$ cat src/rtl/search_pkg.sv
// Shared types and constants for the brute-force pattern-search datapath.
// Width defaults here feed the match_scheduler parameter defaults.
package search_pkg;

    localparam int DEF_TEXT_AW = 14;
    localparam int DEF_PAT_AW  = 3;
    localparam int DEF_DW      = 8;
    localparam int DEF_CNT_W   = 8;

    localparam logic [DEF_TEXT_AW-1:0] TEXT_END_DEFAULT = 14'd11064;
    localparam int                     PAT_LEN_DEFAULT  = 4;

    typedef enum logic [1:0] {
        IDLE    = 2'd0,
        FETCH   = 2'd1,
        COMPARE = 2'd2,
        DONE    = 2'd3
    } state_t;

endpackage

$ cat src/rtl/match_scheduler_sat_counter.sv
// Up-counter with synchronous clear that sticks at all-ones instead of wrapping.
module sat_counter #(
    parameter int W = 8
) (
    input  logic         clk,
    input  logic         rst,
    input  logic         clr,
    input  logic         en,
    output logic [W-1:0] cnt
);

    logic [W-1:0] cnt_q;
    logic [W-1:0] cnt_d;

    always_comb begin
        cnt_d = cnt_q;
        if (clr) begin
            cnt_d = '0;
        end else if (en && (cnt_q != {W{1'b1}})) begin
            cnt_d = cnt_q + W'(1);
        end
    end

    always_ff @(posedge clk or negedge rst) begin
        if (!rst) begin
            cnt_q <= '0;
        end else begin
            cnt_q <= cnt_d;
        end
    end

    assign cnt = cnt_q;

endmodule

$ cat src/rtl/match_scheduler.sv
// Walks every alignment of the pattern over a text window, two cycles per byte
// compared (address out, then compare the synchronous ROM data).
//
// state   | meaning
// IDLE    | waiting for start; also where an abort lands
// FETCH   | text_addr/pat_addr presented to the ROMs
// COMPARE | ROM bytes valid; advance offset or base
// DONE    | window exhausted, results held until next start
module match_scheduler
    import search_pkg::*;
#(
    parameter int TEXT_AW = DEF_TEXT_AW,
    parameter int PAT_AW  = DEF_PAT_AW,
    parameter int DW      = DEF_DW,
    parameter int CNT_W   = DEF_CNT_W
) (
    input  logic               clk,
    input  logic               rst,
    input  logic               start,
    input  logic               abort,
    input  logic [TEXT_AW-1:0] start_addr,
    input  logic [TEXT_AW-1:0] text_end,
    input  logic [PAT_AW:0]    pat_len,
    output logic [TEXT_AW-1:0] text_addr,
    output logic [PAT_AW-1:0]  pat_addr,
    input  logic [DW-1:0]      text_data,
    input  logic [DW-1:0]      pat_data,
    output logic               busy,
    output logic               done,
    output logic               match_valid,
    output logic [TEXT_AW-1:0] match_addr,
    output logic [CNT_W-1:0]   match_count
);

    localparam int EXT_W = TEXT_AW + 1;
    localparam logic [PAT_AW:0] PAT_MAX = (PAT_AW+1)'(1) << PAT_AW;

    state_t               state_q, state_d;
    logic [TEXT_AW-1:0]   base_q, base_d;
    logic [PAT_AW-1:0]    off_q, off_d;
    logic [TEXT_AW-1:0]   text_end_q, text_end_d;
    logic [PAT_AW:0]      pat_len_q, pat_len_d;
    logic [TEXT_AW-1:0]   text_addr_q, text_addr_d;
    logic [PAT_AW-1:0]    pat_addr_q, pat_addr_d;
    logic                 match_valid_q, match_valid_d;
    logic [TEXT_AW-1:0]   match_addr_q, match_addr_d;

    logic                 cnt_clr;
    logic                 cnt_en;
    logic                 cfg_bad;
    logic                 end_hit;
    logic                 last_off;
    logic                 bytes_eq;
    logic [PAT_AW-1:0]    off_inc;
    logic [EXT_W-1:0]     start_span;
    logic [EXT_W-1:0]     next_span;

    // Bounds are checked one bit wider so text_end near the top of the ROM cannot wrap.
    always_comb begin
        start_span = {1'b0, start_addr} + {{(TEXT_AW-PAT_AW){1'b0}}, pat_len};
        next_span  = {1'b0, base_q} + EXT_W'(1) + {{(TEXT_AW-PAT_AW){1'b0}}, pat_len_q};
        cfg_bad    = (pat_len == '0) || (pat_len > PAT_MAX) || (start_span > {1'b0, text_end});
        end_hit    = next_span > {1'b0, text_end_q};
        last_off   = {1'b0, off_q} == (pat_len_q - (PAT_AW+1)'(1));
        bytes_eq   = text_data == pat_data;
        off_inc    = off_q + PAT_AW'(1);
    end

    always_comb begin
        state_d       = state_q;
        base_d        = base_q;
        off_d         = off_q;
        text_end_d    = text_end_q;
        pat_len_d     = pat_len_q;
        text_addr_d   = text_addr_q;
        pat_addr_d    = pat_addr_q;
        match_valid_d = 1'b0;
        match_addr_d  = match_addr_q;
        cnt_clr       = 1'b0;
        cnt_en        = 1'b0;

        case (state_q)
            IDLE, DONE: begin
                if (start) begin
                    cnt_clr    = 1'b1;
                    base_d     = start_addr;
                    off_d      = '0;
                    text_end_d = text_end;
                    pat_len_d  = pat_len;
                    if (cfg_bad) begin
                        state_d = DONE;
                    end else begin
                        state_d     = FETCH;
                        text_addr_d = start_addr;
                        pat_addr_d  = '0;
                    end
                end
            end
            FETCH: begin
                state_d = abort ? IDLE : COMPARE;
            end
            COMPARE: begin
                if (abort) begin
                    state_d = IDLE;
                end else if (bytes_eq && !last_off) begin
                    off_d       = off_inc;
                    state_d     = FETCH;
                    text_addr_d = base_q + {{(TEXT_AW-PAT_AW){1'b0}}, off_inc};
                    pat_addr_d  = off_inc;
                end else begin
                    if (bytes_eq) begin
                        match_valid_d = 1'b1;
                        match_addr_d  = base_q;
                        cnt_en        = 1'b1;
                    end
                    base_d = base_q + TEXT_AW'(1);
                    off_d  = '0;
                    if (end_hit) begin
                        state_d = DONE;
                    end else begin
                        state_d     = FETCH;
                        text_addr_d = base_q + TEXT_AW'(1);
                        pat_addr_d  = '0;
                    end
                end
            end
            default: state_d = IDLE;
        endcase
    end

    always_ff @(posedge clk or negedge rst) begin
        if (!rst) begin
            state_q       <= IDLE;
            base_q        <= '0;
            off_q         <= '0;
            text_end_q    <= '0;
            pat_len_q     <= '0;
            text_addr_q   <= '0;
            pat_addr_q    <= '0;
            match_valid_q <= 1'b0;
            match_addr_q  <= '0;
        end else begin
            state_q       <= state_d;
            base_q        <= base_d;
            off_q         <= off_d;
            text_end_q    <= text_end_d;
            pat_len_q     <= pat_len_d;
            text_addr_q   <= text_addr_d;
            pat_addr_q    <= pat_addr_d;
            match_valid_q <= match_valid_d;
            match_addr_q  <= match_addr_d;
        end
    end

    sat_counter #(
        .W (CNT_W)
    ) u_match_cnt (
        .clk (clk),
        .rst (rst),
        .clr (cnt_clr),
        .en  (cnt_en),
        .cnt (match_count)
    );

    assign busy        = (state_q == FETCH) || (state_q == COMPARE);
    assign done        = state_q == DONE;
    assign text_addr   = text_addr_q;
    assign pat_addr    = pat_addr_q;
    assign match_valid = match_valid_q;
    assign match_addr  = match_addr_q;

endmodule

$ cat config.mk
export PLATFORM = sky130hd
export DESIGN_NAME = match_scheduler
export DESIGN_NICKNAME = d
export VERILOG_FILES = /design/src/rtl/search_pkg.sv /design/src/rtl/match_scheduler_sat_counter.sv /design/src/rtl/match_scheduler.sv
export SDC_FILE = /design/constraint.sdc
export NUM_CORES = 1
export LEC_CHECK = 0
export CAP_MARGIN = 20
export CORE_MARGIN = 1
export CORE_UTILIZATION = 33
export CTS_BUF_LIST = sky130_fd_sc_hd__clkbuf_4
export DETAILED_ROUTE_END_ITERATION = 8
export PLACE_DENSITY_LB_ADDON = 0.3
export RECOVER_POWER = 50
export SLEW_MARGIN = 30
export SYNTH_ARGS = -nofsm -noshare
export SYNTH_HDL_FRONTEND = slang
export SYNTH_HIERARCHICAL = 1
export SYNTH_SLANG_ARGS = --single-unit
$ cat constraint.sdc
create_clock -name clk -period 7.92 [get_ports clk]
set_input_delay 1.188 -clock clk [delete_from_list [all_inputs] [get_ports clk]]
set_output_delay 1.188 -clock clk [all_outputs]
set_load 0.1 [all_outputs]
==> After elaboration in Yosys (flattened, before gate mapping) <==
Cells that the tools add are included.
{ "word_totals": {"reg_bits": 77, "in_bits": 52, "out_inout_bits": 42, "word_cells": 85} }
{ "op_classes": {"n_addsub": 8, "order_cmp": 3, "eq_ne": 11, "muxes": 35, "bitwise": 2, "reduce_logical": 16} }
{ "op_table": {"columns": ["cell", "n"], "rows": [
  ["14-bit 2-to-1 mux", 8],
  ["14-bit case mux with 2 select lines", 2],
  ["15-bit by 14-bit > comparator with 1-bit output", 2],
  ["3-bit 2-to-1 mux", 8],
  ["8-bit 2-to-1 mux", 2],
  ["14-bit by 1-bit adder with 15-bit output (second input constant)", 1],
  ["14-bit by 4-bit adder with 15-bit output", 1],
  ["15-bit by 4-bit adder with 15-bit output", 1],
  ["14-bit by 1-bit adder with 14-bit output (second input constant)", 1],
  ["14-bit by 3-bit adder with 14-bit output", 1],
  ["2-bit 2-to-1 mux", 6],
  ["3-bit case mux with 2 select lines", 2],
  ["8-bit by 1-bit adder with 8-bit output (second input constant)", 1],
  ["8-bit equality test", 1],
  ["2-bit != test (second input constant)", 4],
  ["8-bit != test (second input constant)", 1],
  ["4-bit AND reduction", 2],
  ["1-bit 2-to-1 mux", 6],
  ["2-bit case mux with 3 select lines", 1],
  ["5-bit AND reduction", 1],
  ["2-bit equality test (second input constant)", 2],
  ["3-bit by 4-bit equality test with 1-bit output", 1],
  ["4-bit > comparator (second input constant)", 1],
  ["4-bit logical NOT", 1],
  ["other kinds (13)", 18]
]} }

==> Logic depth before layout (Yosys ltp) <==
Gate-level depths: netlist (run 1).
{ "depth": {"ltp_word": 10, "depth_mapped": 18, "ltp_nobuf": 17} }

==> By module <==
The synthesis (run 1) kept the hierarchy.
{ "by_module_without_submodules": {"columns": ["module", "n_inst", "cells_each", "area_each_um2", "seq_area_each_um2"], "rows": [
  ["match_scheduler", 1, 558, 5104.9, 1726.7],
  ["sat_counter", 1, 42, 430.4, 200.2]
]} }

==> Least setup slack after synthesis (run 1) <==
No wires, ideal clock.
{ "synth_timing": {"path_type": "input -> register", "start": "in start_addr[1]", "end": "reg text_addr_q[3], in the netlist text_addr[3]", "setup_time_ps": 125, "t_arrival_ps": 4379, "t_required_ps": 7795, "setup_slack_ps": 3416, "path_stages": 17, "n_path_buf": 1, "cell_sequence": "ha_1 -> a21o_1 -> a21oi_1 -> nor2b_1 -> o21ai_0 -> nor2_1 -> and3_1 -> xor2_1 -> ha_1 -> a21oi_1 -> a21oi_1 -> a211oi_1 -> a21oi_1 -> o21ai_0 -> nor3b_4 -> buf_6 -> mux2_2"} }
{ "synth_via": {"elab_chain_len": 5} }
{ "synth_lines": {"columns": ["element", "line_no", "rtl"], "rows": [
  ["start, declared", "match_scheduler.sv:21", "input logic [TEXT_AW-1:0] start_addr,"],
  ["14-bit by 4-bit adder with 15-bit output", "match_scheduler.sv:60", "start_span = {1'b0, start_addr} + {{(TEXT_AW-PAT_AW){1'b0}}, pat_len};"],
  ["15-bit by 14-bit > comparator with 1-bit output", "match_scheduler.sv:62", "cfg_bad = (pat_len == '0) || (pat_len > PAT_MAX) || (start_span > {1'b0, text_end});"],
  ["1-bit logical OR", "match_scheduler.sv:62", null],
  ["2-bit != test (no line)", null, null],
  ["5-bit AND reduction (no line)", null, null],
  ["end signal, assigned", "match_scheduler.sv:148", "text_addr_q <= text_addr_d;"],
  ["end, declared", "match_scheduler.sv:43", "logic [TEXT_AW-1:0] text_addr_q, text_addr_d;"]
]} }
No other way between the ends.
A chain may end at the register's enable or synchronous reset.

==> Worst setup path after layout (run 1) <==
{ "layout_timing": {"start": "in start_addr[1]", "end": "reg text_addr_q[4], in the netlist text_addr[4]"} }
The elaborated chain is that of the path after synthesis.

==> metrics.md, run 1 <==
| Metric | Value |
|---|---|
| Status | `finished, violations left` |
| Violated checks | `capacitance limit, slew limit` |
| Synth top area share | `0.348` |
| Leak | `2.98 nW` |
| Fin crit share | `0.665` |
| Met2 Usage GRT | `0.289` |
| Busiest layer in global routing | `met2` |
| RSZ-0062 raised after global routing | `false` |
| Top_reg_cell synth | `dfrtp_1` |
| Max-cap violation count | `1` |
| Share of cells above drive strength 1 | `0.0805` |
| Clock Latency Late Sink | `0.46 ns` |
| Hold Path Class | `reg -> reg` |
| Max IR drop VDD | `0.339 mV` |
| P_sw | `1.37 mW` |
| Met3 usage | `0.0228` |
| Largest net degree at the start of global routing | `78` |
| Fmax | `190 MHz` |
| Final hold violations | `0` |
| Worst-path maximum fanout | `17` |
| Worst endpoint required time | `8.26 ns` |
| Syn Nets | `702` |
| Worst path cell trace | `clkdlybuf4s50_1, ha_1, a21o_1, a21oi_1, nor2b_1, o21ai_0, nor2_1, and3_1, xor2_1, ha_1, a21oi_1, a21oi_1, a211oi_1, a21oi_1, o21ai_0, nor3b_4, mux2_2` |
| Post-CTS Setup Bufs | `0` |
| Int Power | `1.23 mW` |
| Combinational power share | `0.640` |
| Placed Cells | `884` |
| CTS tree | `built` |
| Ant diodes | `0` |
| Max-slew violation count | `78` |
| Max clock buf depth | `2` |
| Fillers | `1,596` |
| Yosys cell types | `60` |
| Sw Ratio | `0.527` |
| Post-layout min period | `5.27 ns` |
| Asr flop ratio synth | `1.00` |
| Clock power frac | `0.094` |
| Seq pwr share | `0.267` |
| Post-route ant nets | `0` |
| H-Tree Depth | `3` |
| Overall Global Routing Usage | `0.181` |
| Ranking of synthesized cells by area | `dfrtp_1 (35%), ha_1 (11%), mux2_2 (5.1%), nand2_1 (3.9%), xor2_1 (3.5%)` |
| Syn-to-layout area delta | `21.9%` |
| DRT iter0 DRCs | `262` |
| Met1 Usage GRT | `0.247` |
| Seq cells post-synth | `77` |
| Syn_area_per_cell | `9.23 µm²` |
| Largest area contributor in the netlist | `dfrtp_1` |
| Worst-Margin Slew | `4.35 ns` |
| Die Ht | `132 µm` |
| Hold-fix buffer count after cts | `0` |
| # DRC | `0` |
| Vias/cell | `5.24` |
| Site Rows | `46` |
| Clock Tree Root | `clkbuf_4` |
| Cell Pwr Density | `386 nW/µm²` |
| Kind of critical path | `in -> reg` |
| Initial Util | `0.343` |
| Crit end category | `register` |
| Resized cells post-CTS | `0` |
| DP Wirelength | `11,300 µm` |
| Slew headroom | `-1.90` |
| Commonest non-fill, non-tap cell in the layout | `clkdlybuf4s50_1` |
| Setup-failing EPs final | `0` |
| Clock slew at reported path FFs | `0.13 ns` |
| Total power draw | `2.60 mW` |
| Initial antenna violation count | `0` |
| Slack of the critical path | `2.65 ns` |
| Die area | `17,300 µm²` |
| Io pins | `94` |
| Drt total wl | `15,000 µm` |
| Post-Place Worst Slack | `2.22 ns` |
| Nets@finish | `781` |
| Sink Count | `77` |
| WL per Instance | `16.7 µm` |
| Core Area | `16,100 µm²` |
| Finished Layout Cells | `899` |
| I/O Buffers | `93` |
| Crit path max-delay cell type | `nor3b_4` |
| DR vias | `4,713` |
| Worst Setup Start Kind | `primary input` |
| Final TNS setup | `0 ns` |
| Die Width | `132 µm` |
| Number of global-route vias before repair | `4,831` |
| TritonCTS Buffers | `9` |
| Drt pass-1 iters | `4` |
| Seq/Total Area, Yosys | `0.348` |
| CP max stage delay | `0.79 ns` |
| Worst Path Arrival | `5.61 ns` |
| Cell mode on critical path | `a21oi_1` |
| Grt ovf | `0` |
| Worst Skew | `0.0157 ns` |
| Number of flops mapped to enable cells by yosys | `0` |
| Synth Warn # | `6` |
| Post-Syn Area | `5540 µm²` |
| Cells after Synth | `600` |
| Most frequent cells in the layout | `clkdlybuf4s50_1 (90), dfrtp_1 (77), nand2_1 (58)` |
| GP Congestion | `0.836` |
| First-pass GRT wire length | `24,900 µm` |
## layer usage
metal | vias to the layer above | wire [µm]
li1 | 2289 | -
met4 | 0 | 234
met5 | - | 0
met2 | 116 | 7060
met1 | 2290 | 7140
met3 | 18 | 583
## final cells by class
cell class              instances  area [µm²]  area share
flip-flops and latches         77        1930       0.286
clock buffers                  10        75.1      0.0111
well taps                     216         270      0.0401
clock inverters                 5        52.6     0.00779
repair buffers                 97         951       0.141
inverters                      43         161      0.0239
multi-input cells             451        3310       0.491
## logic make-up (layout without fill, tap and decap cells)
logic type               count (synthesis)  in the layout  share of synthesized area
AO/OA/AOI/OAI                          137            137                      0.152
XOR/XNOR                                40             40                     0.0658
adder cells (fa/ha/maj)                 50             50                      0.117
buffers and inverters                   72            155                     0.0522
flip-flops                              77             77                      0.348
multiplexers                            45             45                     0.0915
AND/OR/NAND/NOR                        179            179                      0.174
## through the flow
step	util	hold slack, ns	cell area [µm²]
3_5_place_dp	0.412	0.476	6650
5_1_grt	0.419	0.519	6750
4_1_cts	0.420	0.507	6770
2_1_floorplan	-	0.450	5540
3_3_place_gp	0.412	0.464	6640
6_report	0.419	0.503	6750
## cell usage after synthesis (all sizes together), types with 2 or more instances
cell type	count
o211a	2
o21ai	40
and4	4
mux2i	6
nor3b	2
nand2	58
o311a	2
nor2b	8
and3	11
nand2b	8
or2	2
nor2	24
a31oi	13
ha	47
xor2	22
a21oi	36
nand3b	2
nand3	20
a21o	7
buf	8
nor3	9
fa	3
a21boi	2
o31ai	6
nor4	7
a211oi	5
or4	4
and2	3
mux2	39
a22oi	3
o22ai	12
xnor2	17
inv	42
nand4	9
dfrtp	77
o211ai	3
clkbuf	21
or3	6
## power by group through the flow
stage / combinational, mW / sequential [mW] / clock (mW)
finish: 1.67 / 0.694 / 0.244
global route: 1.84 / 0.720 / 0.267
CTS: 1.68 / 0.693 / 0.252
detailed placement: 1.67 / 0.698 / 0
floorplan: 1.09 / 0.874 / 0
global placement: 1.63 / 0.696 / 0
## worst max-delay path: cells and delay by family
family | cells | cell delay (ns)
and+or+nand+nor | 4 | 1.21
muxes | 1 | 0.42
adders and majority gates | 2 | 0.66
xor gates and xnor gates | 1 | 0.14
AOI/OAI and AO/OA | 8 | 1.48
buffers and inverters | 1 | 0.50
## final timing paths
| check | from | to | slack, ns | depth (start not counted) |
|---|---|---|---|---|
| max | start_addr[1] | text_addr[4] | 2.65 | 17 |
| min | text_end_q[10] | text_end_q[10] | 0.50 | 2 |
| max reg2reg | base_q[0] | text_addr[4] | 3.15 | 17 |
| min reg2reg | text_end_q[10] | text_end_q[10] | 0.50 | 2 |
| max in group asynchronous | rst | match_addr[1] | 3.22 | 1 |
| min in group asynchronous | rst | match_addr[0] | 2.25 | 1 |
## registers in the layout (all words and copies together) (netlist names), 2 cells and up
name	cells
base_q	14
match_addr	14
text_addr	14
text_end_q	14
u_match_cnt/cnt	8
pat_len_q	4
off_q	3
pat_addr	3
state_q	2
(Power assumes the default switching activity.)
==> inputs of run 2 (changes only) <==
==> constraint.sdc (replaced) <==
create_clock -name clk -period 4.8 [get_ports clk]
set_input_delay 0.72 -clock clk [delete_from_list [all_inputs] [get_ports clk]]
set_output_delay 0.72 -clock clk [all_outputs]
set_load 0.1 [all_outputs]
==> metrics.md, run 2 (synthesized netlist as in run 1, its figures left out) <==
| Metric | Value |
|---|---|
| Status | `finished, violations left` |
| Violated checks | `capacitance limit, slew limit` |
| RSZ-0062 raised after global routing | `false` |
| Sink Count | `77` |
| DR vias | `4,684` |
| Max-cap violation count | `1` |
| Hold-fix buffer count after cts | `0` |
| Core Area | `16,100 µm²` |
| Final TNS setup | `0 ns` |
| Seq pwr share | `0.265` |
| Syn-to-layout area delta | `22.4%` |
| Setup-failing EPs final | `0` |
| Max clock buf depth | `2` |
| Clock slew at reported path FFs | `0.13 ns` |
| Overall Global Routing Usage | `0.178` |
| Nets@finish | `785` |
| Hold Path Class | `reg -> reg` |
| Worst Setup Start Kind | `register` |
| Worst Path Arrival | `4.72 ns` |
| Post-route ant nets | `0` |
| Post-layout min period | `4.39 ns` |
| Placed instance area | `6690 µm²` |
| Die Ht | `132 µm` |
| Clock Latency Late Sink | `0.45 ns` |
| P_sw | `2.31 mW` |
| Worst hold slack | `0.498 ns` |
| Fmax | `228 MHz` |
| Max-slew violation count | `78` |
| Fin area | `6780 µm²` |
| Int Power | `2.01 mW` |
| Number of global-route vias before repair | `4,646` |
| GP Congestion | `0.850` |
| Initial Util | `0.343` |
| Commonest non-fill, non-tap cell in the layout | `clkdlybuf4s50_1` |
| DP Wirelength | `11,500 µm` |
| Drt total wl | `15,100 µm` |
| Drt pass-1 iters | `4` |
| Resized cells post-CTS | `0` |
| Combinational power share | `0.657` |
| Io pins | `94` |
| WL per Instance | `16.8 µm` |
| Ant diodes | `0` |
| DRT iter0 DRCs | `321` |
| # DRC | `0` |
| Worst endpoint required time | `5.13 ns` |
| First-pass GRT wire length | `24,400 µm` |
| Fin crit share | `0.915` |
| Vias/cell | `5.19` |
| Post-CTS Setup Bufs | `0` |
| Initial antenna violation count | `0` |
| Die area | `17,300 µm²` |
| Slew headroom | `-1.35` |
| Die Width | `132 µm` |
| Grt ovf | `0` |
| Largest net degree at the start of global routing | `78` |
| TritonCTS Buffers | `9` |
| Clock Tree Root | `clkbuf_4` |
| Leak | `2.98 nW` |
| I/O Buffers | `93` |
| Total power draw | `4.32 mW` |
| Share of cells above drive strength 1 | `0.0860` |
| Worst-Margin Slew | `3.52 ns` |
| Clock power frac | `0.078` |
| CTS tree | `built` |
| Max IR drop VDD | `0.486 mV` |
| Worst-path maximum fanout | `17` |
| Worst Skew | `0.0161 ns` |
| Final hold violations | `0` |
| Cell Pwr Density | `637 nW/µm²` |
| H-Tree Depth | `3` |
| Crit end category | `register` |
| Kind of critical path | `reg -> reg` |
| Site Rows | `46` |
| Most frequent cells in the layout | `clkdlybuf4s50_1 (92), dfrtp_1 (77), nand2_1 (58)` |
| Sw Ratio | `0.535` |
run 2: cell type report:
class                   instances  area [µm²]
fillers                      1594        9340
multi-input cells             451        3320
flip-flops and latches         77        1930
repair buffers                101         995
well taps                     216         270
inverters                      43         161
clock buffers                   9        67.6
clock inverters                 5        30.0
run 2: through the flow:
stage               std cells  setup slack, ns   util
floorplan                 600            0.764      -
global placement          888            0.228  0.415
detailed placement        888            0.202  0.415
CTS                       902            0.360  0.421
global route              902            0.120  0.420
finish                    902            0.407  0.420
run 2: path summary, 6_finish.rpt:
kind	start	to	slack (ns)	depth (start not counted)
hold reg to reg	text_end_q[9]	text_end_q[9]	0.50	2
hold / removal	text_end_q[9]	text_end_q[9]	0.50	2
max in group asynchronous	rst	base_q[11]	1.23	1
setup reg to reg	base_q[0]	text_addr[0]	0.41	18
min in group asynchronous	rst	match_addr[6]	1.62	1
setup / recovery	base_q[0]	text_addr[0]	0.41	18
run 2: power groups by stage:
stage               logic [mW]  registers (mW)  clock network, mW
CTS                       2.86            1.14              0.352
floorplan                 1.81            1.44                  0
global route              3.09            1.18              0.377
detailed placement        2.85            1.15                  0
global placement          2.76            1.15                  0
finish                    2.83            1.14              0.339
run 2: layer usage:
layer,wire [µm],part of all wire,global-route usage
met5,0,0,0
met4,275,0.018,0.0665
met3,599,0.040,0.0278
met2,6890,0.46,0.277
met1,7370,0.49,0.246
run 2: critical path, stage by stage, from the launching register on:
cell and delay (ns):
dfrtp_1 0.53, inv_1 0.15, ha_1 0.15, inv_1 0.05, fa_1 0.39, a21o_1 0.20
a21oi_2 0.25, nor2_1 0.13, nand2_1 0.09, xnor2_1 0.14, ha_1 0.27, a21o_1 0.16
a21oi_1 0.23, nor3b_1 0.21, a21oi_1 0.11, o311a_1 0.40, nor3b_4 0.27, buf_12 0.20
mux2_1 0.33
==> inputs of run 3 (changes only) <==
--- a/config.mk
+++ b/config.mk
@@ -7,10 +7,10 @@
 export LEC_CHECK = 0
 export CAP_MARGIN = 20
 export CORE_MARGIN = 1
-export CORE_UTILIZATION = 33
+export CORE_UTILIZATION = 47
 export CTS_BUF_LIST = sky130_fd_sc_hd__clkbuf_4
 export DETAILED_ROUTE_END_ITERATION = 8
-export PLACE_DENSITY_LB_ADDON = 0.3
+export PLACE_DENSITY = 0.82
 export RECOVER_POWER = 50
 export SLEW_MARGIN = 30
 export SYNTH_ARGS = -nofsm -noshare
==> metrics.md, run 3 (synthesized netlist as in run 1, its figures left out) <==
| Metric | Value |
|---|---|
| Setup-failing EPs final | `0` |
| Syn-to-layout area delta | `20.9%` |
| Sink Count | `77` |
| DRT iter0 DRCs | `284` |
| Worst endpoint required time | `5.14 ns` |
| Io pins | `94` |
| Commonest non-fill, non-tap cell in the layout | `clkdlybuf4s50_1` |
| Resized cells post-CTS | `0` |
| Cell mode on critical path | `a21oi_1` |
| Status | `finished, violations left` |
| Worst min-delay path startpoint | `text_end_q[3]` |
| DR vias | `4,830` |
| FF-to-FF path depth | `18` |
| CP top delay family | `compound AO/OA/AOI/OAI gates` |
| Final TNS setup | `0 ns` |
| Worst path cell trace | `clkdlybuf4s50_1, ha_1, a21o_1, a21oi_1, nor2b_1, o21ai_0, buf_4, nor2_1, and3_1, xor2_1, ha_1, a21oi_1, a21oi_1, a211oi_1, a21oi_1, o21ai_0, nor3b_4, buf_12, mux2_1` |
| First-pass GRT wire length | `23,400 µm` |
| Initial antenna violation count | `0` |
| Drt pass-1 iters | `4` |
| Worst hold slack | `0.500 ns` |
| I/O Buffers | `93` |
| Clock Latency Late Sink | `0.48 ns` |
| R2R setup slack | `0.52 ns` |
| Die Width | `111 µm` |
| CP max stage delay | `0.50 ns` |
| Crit end category | `register` |
| TritonCTS Buffers | `9` |
| Final hold violations | `0` |
| Worst-Margin Slew | `3.54 ns` |
| Max IR drop VDD | `0.666 mV` |
| Fmax | `229 MHz` |
| Share of cells above drive strength 1 | `0.0833` |
| Fillers | `968` |
| FF-to-FF Start | `base_q[0]` |
| Clock Tree Root | `clkbuf_4` |
| Grt ovf | `0` |
| # DRC | `0` |
| Post-layout min period | `4.36 ns` |
| Max clock buf depth | `2` |
| Drt total wl | `14,300 µm` |
| Hold Path Class | `reg -> reg` |
| H-Tree Depth | `3` |
| Worst Path Arrival | `4.71 ns` |
| Nets@finish | `782` |
| DP Wirelength | `10,600 µm` |
| Largest net degree at the start of global routing | `78` |
| Vias/cell | `5.84` |
| Crit path max-delay cell type | `clkdlybuf4s50_1` |
| CP Buf/Inv Count | `3` |
| CTS tree | `built` |
| Post-CTS Setup Bufs | `0` |
| Post-route ant nets | `0` |
| WL per Instance | `17.3 µm` |
| Final core utilization | `0.584` |
| Cell Pwr Density | `649 nW/µm²` |
| Most frequent cells in the layout | `clkdlybuf4s50_1 (92), dfrtp_1 (77), nand2_1 (58)` |
| Site Rows | `39` |
| Worst-path maximum fanout | `17` |
| Post-Place Worst Slack | `0.0626 ns` |
| RSZ-0062 raised after global routing | `false` |
| Worst Skew | `0.0303 ns` |
| Worst Setup Start Kind | `primary input` |
| Violated checks | `capacitance limit, slew limit` |
| Clock slew at reported path FFs | `0.11 ns` |
| Overall Global Routing Usage | `0.238` |
| GP Congestion | `0.849` |
| Die area | `12,200 µm²` |
| Initial Util | `0.483` |
| Kind of critical path | `in -> reg` |
| Hold depth | `2` |
| Total power draw | `4.35 mW` |
| Max-slew violation count | `129` |
| Hold-fix buffer count after cts | `0` |
| Hold EP | `text_end_q[3]` |
| Ant diodes | `0` |
| Slew headroom | `-1.36` |
| Reg2reg end | `pat_addr[1]` |
| Slack of the critical path | `0.439 ns` |
| Fin crit share | `0.908` |
| Max-cap violation count | `2` |
| Leak | `2.98 nW` |
| Die Ht | `111 µm` |
| Number of global-route vias before repair | `4,727` |
| Core Area | `11,500 µm²` |
run 3: stage by stage:
stage          instance area [µm²]  cells
5_1_grt                       6690    827
2_1_floorplan                 5540    600
3_3_place_gp                  6570    812
4_1_cts                       6690    827
6_report                      6690    827
3_5_place_dp                  6570    812
run 3: worst reg2reg max path: cells and delay by family, from the launching register on:
kind,cells,cell delay [ns]
compound gates,6,1.28
buf+inv,3,0.40
flops,1,0.53
simple gates,4,0.68
xor+xnor,1,0.12
mux,1,0.34
fa+ha+maj,3,0.83
run 3: area by class of cell:
| type | instances | area, µm² | share of cell area |
|---|---|---|---|
| Clock inverter | 6 | 55.1 | 0.00823 |
| Tap cell | 143 | 179 | 0.0267 |
| Timing Repair Buffer | 98 | 977 | 0.146 |
| Inverter | 43 | 161 | 0.0241 |
| Clock buffer | 9 | 67.6 | 0.0101 |
| Multi-Input combinational cell | 451 | 3320 | 0.497 |
| Sequential cell | 77 | 1930 | 0.288 |
run 3: layer usage:
layer	vias up	global-route usage	share of wire
met1	2337	0.323	0.44
met2	170	0.381	0.48
li1	2297	-	-
met4	0	0.0960	0.021
met5	-	0	0
met3	26	0.0373	0.061
run 3: power by group:
| part | switching (mW) | internal (mW) |
|---|---|---|
| registers | 0.280 | 0.866 |
| clock network | 0.246 | 0.151 |
| logic | 1.76 | 1.04 |
| total | 2.28 | 2.06 |
run 3: worst max-delay path by stage:
stage,start,end,depth (start not counted)
after floorplan,start_addr[1],text_addr[3],17
after global placement,start_addr[1],text_addr[4],19
after detailed placement,start_addr[1],text_addr[12],19
after CTS,start_addr[1],pat_addr[1],19
after global routing,start_addr[1],text_addr[0],18
final,start_addr[1],pat_addr[1],19
